<file path="src/rtl/fetch_prefetch.sv">
// Instruction-fetch stage: issues sequential word reads to a synchronous RAM,
// buffers returned words in a small FIFO, and hands them to the decoder.
module fetch_prefetch #(
  parameter int                  LGMEMSZ  = 14,
  parameter int                  LGFIFO   = 2,
  parameter logic [LGMEMSZ-1:0]  RESET_PC = '0
) (
  input  logic               i_clk,
  input  logic               i_reset,
  output logic               o_mem_read,
  output logic [LGMEMSZ-1:0] o_mem_address,
  input  logic [31:0]        i_mem_data,
  input  logic               i_redirect,
  input  logic [LGMEMSZ-1:0] i_redirect_pc,
  output logic               o_valid,
  input  logic               i_ready,
  output logic [31:0]        o_instr,
  output logic [LGMEMSZ-1:0] o_pc
);

  localparam int              DEPTH     = 1 << LGFIFO;
  localparam logic [LGFIFO:0] DEPTH_CNT = (LGFIFO+1)'(DEPTH);

  logic [LGMEMSZ-1:0] fetch_pc_q, fetch_pc_d;
  logic               inflight_q, inflight_d;
  logic [LGMEMSZ-1:0] inflight_pc_q, inflight_pc_d;
  logic [LGFIFO-1:0]  rd_ptr_q, rd_ptr_d;
  logic [LGFIFO-1:0]  wr_ptr_q, wr_ptr_d;
  logic [LGFIFO:0]    count_q, count_d;
  logic [31:0]        instr_q [DEPTH];
  logic [LGMEMSZ-1:0] pc_q    [DEPTH];

  logic            issue, push, pop;
  logic [LGFIFO:0] credit_used;

  always_comb begin
    // A read in flight already owns a FIFO slot, so it counts against the depth.
    credit_used = count_q + {{LGFIFO{1'b0}}, inflight_q};
    issue       = !i_reset && !i_redirect && (credit_used < DEPTH_CNT);
    push        = inflight_q && !i_redirect;
    pop         = (count_q != '0) && i_ready && !i_redirect;

    fetch_pc_d    = fetch_pc_q;
    inflight_d    = issue;
    inflight_pc_d = inflight_pc_q;
    rd_ptr_d      = rd_ptr_q;
    wr_ptr_d      = wr_ptr_q;
    count_d       = count_q;

    if (i_redirect) begin
      fetch_pc_d = i_redirect_pc;
      inflight_d = 1'b0;
      rd_ptr_d   = '0;
      wr_ptr_d   = '0;
      count_d    = '0;
    end else begin
      if (issue) begin
        fetch_pc_d    = fetch_pc_q + 1'b1;
        inflight_pc_d = fetch_pc_q;
      end
      if (push) wr_ptr_d = wr_ptr_q + 1'b1;
      if (pop)  rd_ptr_d = rd_ptr_q + 1'b1;
      count_d = count_q + {{LGFIFO{1'b0}}, push} - {{LGFIFO{1'b0}}, pop};
    end
  end

  always_ff @(posedge i_clk or posedge i_reset) begin
    if (i_reset) begin
      fetch_pc_q    <= RESET_PC;
      inflight_q    <= 1'b0;
      inflight_pc_q <= '0;
      rd_ptr_q      <= '0;
      wr_ptr_q      <= '0;
      count_q       <= '0;
    end else begin
      fetch_pc_q    <= fetch_pc_d;
      inflight_q    <= inflight_d;
      inflight_pc_q <= inflight_pc_d;
      rd_ptr_q      <= rd_ptr_d;
      wr_ptr_q      <= wr_ptr_d;
      count_q       <= count_d;
    end
  end

  // Entries are cleared on reset so the head reads as zero before any fill.
  always_ff @(posedge i_clk or posedge i_reset) begin
    if (i_reset) begin
      for (int i = 0; i < DEPTH; i++) begin
        instr_q[i] <= '0;
        pc_q[i]    <= '0;
      end
    end else if (push) begin
      instr_q[wr_ptr_q] <= i_mem_data;
      pc_q[wr_ptr_q]    <= inflight_pc_q;
    end
  end

  assign o_mem_read    = issue;
  assign o_mem_address = fetch_pc_q;
  assign o_valid       = (count_q != '0);
  assign o_instr       = instr_q[rd_ptr_q];
  assign o_pc          = pc_q[rd_ptr_q];

endmodule

</file>
<file path="config.mk">
export PLATFORM = sky130hd
export DESIGN_NAME = fetch_prefetch
export DESIGN_NICKNAME = d
export VERILOG_FILES = /design/src/rtl/fetch_prefetch.sv
export SDC_FILE = /design/constraint.sdc
export NUM_CORES = 1
export LEC_CHECK = 0
export ABC_AREA = 1
export CORE_UTILIZATION = 55
export CTS_BUF_LIST = sky130_fd_sc_hd__clkbuf_16
export DETAILED_ROUTE_END_ITERATION = 8
export PLACE_DENSITY_LB_ADDON = 0.3
export SLEW_MARGIN = 20
export SYNTH_ARGS = -nofsm -noshare
export SYNTH_HDL_FRONTEND = slang
export SYNTH_SLANG_ARGS = --single-unit
</file>
<file path="constraint.sdc">
create_clock -name i_clk -period 12.8 [get_ports i_clk]
set_input_delay 2.56 -clock i_clk [delete_from_list [all_inputs] [get_ports i_clk]]
set_output_delay 2.56 -clock i_clk [all_outputs]
set_load 0.01 [all_outputs]
</file>
==> results.tsv <==
metric	value	unit
drtIter0Drc	696	
cp.arrival	5.55	ns
async_flop_share	100	%
rows	48	
synth.distinct_cells	24	
met1_usage	34.6	%
synth_fp_nets	1203	
yosys-top-cells-count	287 x o21ai_0, 256 x nand2_1, 220 x dfrtp_1	
htree_levels	1	
crit_required	10.24	ns
drt-wirelength-per-cell	15.0	microns
p_seq_share	41.2	%
cts_resized	0	
route.detailed.drc	0	
die_w	135	microns
p_int	1.62	mW
clk_path_buf_depth	3	
gp_congestion	0.807	
drv_slew	0	
finalNetCount	1271	
yosys_warnings	0	
cts_made_buffers	23	
yosysMostFrequentCell	o21ai_0	
dp_hpwl	11.9	mm
cts-root-buf	clkbuf_16	
final_cells	1453	
initial_core_util	56.2	%
outcome	finished, final reports clean	
grt_pass1_wl	36.7	mm
syn_area	9690	sq um
setup_viol	0	
placed_cells	1413	
met2_usage	41.2	%
die_h	135	microns
synth_seq_cells	220	
synthFlopType	dfrtp_1	
max_freq	123	MHz
postCtsSetupBuffers	0	
vias	8017	
io_pins	112	
grt-ovfl-total	0	
crit_type	input port to output port	
worst_slew_pin_slew	1.04	ns
finalSetupTns	0	ns
fin_crit	8.11	ns
area_delta_synth_final	18.9	%
cts_tree	built	
swShare	33.2	%
cts_hold_buf	0	
ant_nets	0	
clkTransAtPathRegs	0.06	ns
final_util	66.9	%
hp-class	register to register	
synth_top_area_share	56.8	%
dieArea	18200	sq um
max-cap-violations	0	
dr.pass1.iters	4	
synth_seq_area_share	56.8	%
antenna_found_initial	1	
p_clk_share	25.2	%
clock_skew	0.0128	ns
yosys.area.top_type	dfrtp_1	
synthCells	1145	
grt_pass1_vias	7650	
cp-start-kind	input port	
p_per_area	210	nW/um^2
combPwrFrac	33.6	%
rsz0062_at_grt	false	
fill_cells	1405	
grt_usage	24.9	%
slew-limit-headroom	30.5	%
synth_area_leaders	dfrtp_1 57%, o21ai_0 15%, nand2_1 9.9%	
drive_gt1_share	4.24	%
wl	21.8	mm
grtUsageMet3	3.68	%
timing_hold_violations_final	0	
switchingPower	0.805	mW
fin_crit_sh	63.3	%
final.setup.worst_slack	4.69	ns
irDropWorstVdd	0.143	mV
syn-mean-instance-area	8.47	sq um
routed_via_density	5.52	
io_buffer_count	111	
core_area	17200	sq um
crit_fanout	32	
synth_edf_count	0	
insertion_delay	0.50	ns
crit_path_end_kind	output port	
holdWs	0.478	ns
p_leak	5.44	nW
pre_cts_ws	4.72	ns
clock_sinks	220	
grt_max_degree	140	
gr-max-usage-layer	met2	
==> layer usage <==
metal | routed length, microns | up-vias
met1 | 9990 | 3863
met3 | 1240 | 30
li1 | - | 3915
met5 | 0 | -
met4 | 367 | 0
met2 | 10200 | 209
==> critical path, cell delays in order <==
cell and delay (ns):
clkdlybuf4s50_1 0.39, buf_4 0.22, nor2_1 0.12, nand3_1 0.73
inv_1 0.85, clkdlybuf4s50_1 0.67
==> sequential cells by signal, indices dropped and copies added, names as in the netlist <==
name and flops:
o_mem_address 14, pc_q 56, inflight_pc_q 14, count_q 3, instr_q 128, wr_ptr_q 2
rd_ptr_q 2, inflight_q 1
==> kinds of logic (layout without fill, tap and decap cells) <==
kind of cell / count (synthesis) / after routing / synth area share [%]
compound gates: 342 / 342 / 18.3
xor+xnor: 4 / 4 / 0.361
fa+ha+maj: 8 / 8 / 1.11
buf+inv: 154 / 236 / 6.47
flops: 220 / 220 / 56.8
other cells: 0 / 1 / 0
simple gates: 417 / 417 / 17.0
==> metrics by stage <==
stage / power [mW] / area (sq um)
after floorplan: 1.45 / 9690
after global placement: 1.80 / 10800
after detailed placement: 1.82 / 10800
after CTS: 2.44 / 11500
after global routing: 2.59 / 11500
final: 2.43 / 11500
==> path summary, 6_finish.rpt <==
| path | from | to | slack (ns) | cells past startpoint |
|---|---|---|---|---|
| max | i_redirect | o_mem_read | 4.69 | 6 |
| min | instr_q[40]$_DFFE_PP0P_ | instr_q[40]$_DFFE_PP0P_ | 0.48 | 2 |
| max reg2reg | count_q[1]$_DFF_PP0_ | o_mem_address[5]$_DFFE_PP0P_ | 10.25 | 6 |
| min reg2reg | instr_q[40]$_DFFE_PP0P_ | instr_q[40]$_DFFE_PP0P_ | 0.48 | 2 |
| max in group asynchronous | i_reset | instr_q[3]$_DFFE_PP0P_ | 8.87 | 3 |
| min in group asynchronous | i_reset | count_q[2]$_DFF_PP0_ | 2.66 | 2 |
==> cells in the final DEF, fill, tap and decap left out, drive strengths merged <==
| cell | netlist | routed |
|---|---|---|
| nor3 | 2 | 2 |
| clkinv | 0 | 11 |
| ha | 7 | 7 |
| xnor2 | 1 | 1 |
| o21ai | 294 | 294 |
| xor2 | 3 | 3 |
| o22ai | 46 | 46 |
| a21oi | 1 | 1 |
| clkinvlp | 0 | 1 |
| diode | 0 | 1 |
| dfrtp | 220 | 220 |
| nand3 | 40 | 40 |
| nand2 | 256 | 256 |
| inv | 76 | 79 |
| fa | 1 | 1 |
| buf | 33 | 10 |
| nor2 | 112 | 112 |
| clkdlybuf4s50 | 0 | 111 |
| a22o | 1 | 1 |
| clkbuf | 45 | 23 |
| nand4 | 6 | 6 |
| bufinv | 0 | 1 |
| or2 | 1 | 1 |
==> final cells by class <==
type,instances,area (sq um),area share (%)
Multi-Input combinational cell,771,3570,31.0
Sequential cell,220,5510,47.8
Tap cell,225,282,2.44
Inverter,76,293,2.54
Timing Repair Buffer,121,1190,10.3
Clock buffer,23,576,4.99
Clock inverter,16,110,0.955
Antenna cell,1,2.50,0.0217
==> power groups by stage <==
| stage | Sequential, mW | Clock [mW] | Combinational (mW) |
|---|---|---|---|
| 2_1_floorplan | 0.985 | 0 | 0.467 |
| 3_3_place_gp | 1.00 | 0 | 0.802 |
| 3_5_place_dp | 1.01 | 0 | 0.815 |
| 4_1_cts | 0.997 | 0.623 | 0.822 |
| 5_1_grt | 1.02 | 0.648 | 0.920 |
| 6_report | 0.998 | 0.612 | 0.816 |
Note: power is estimated with default switching activity, not from simulation.
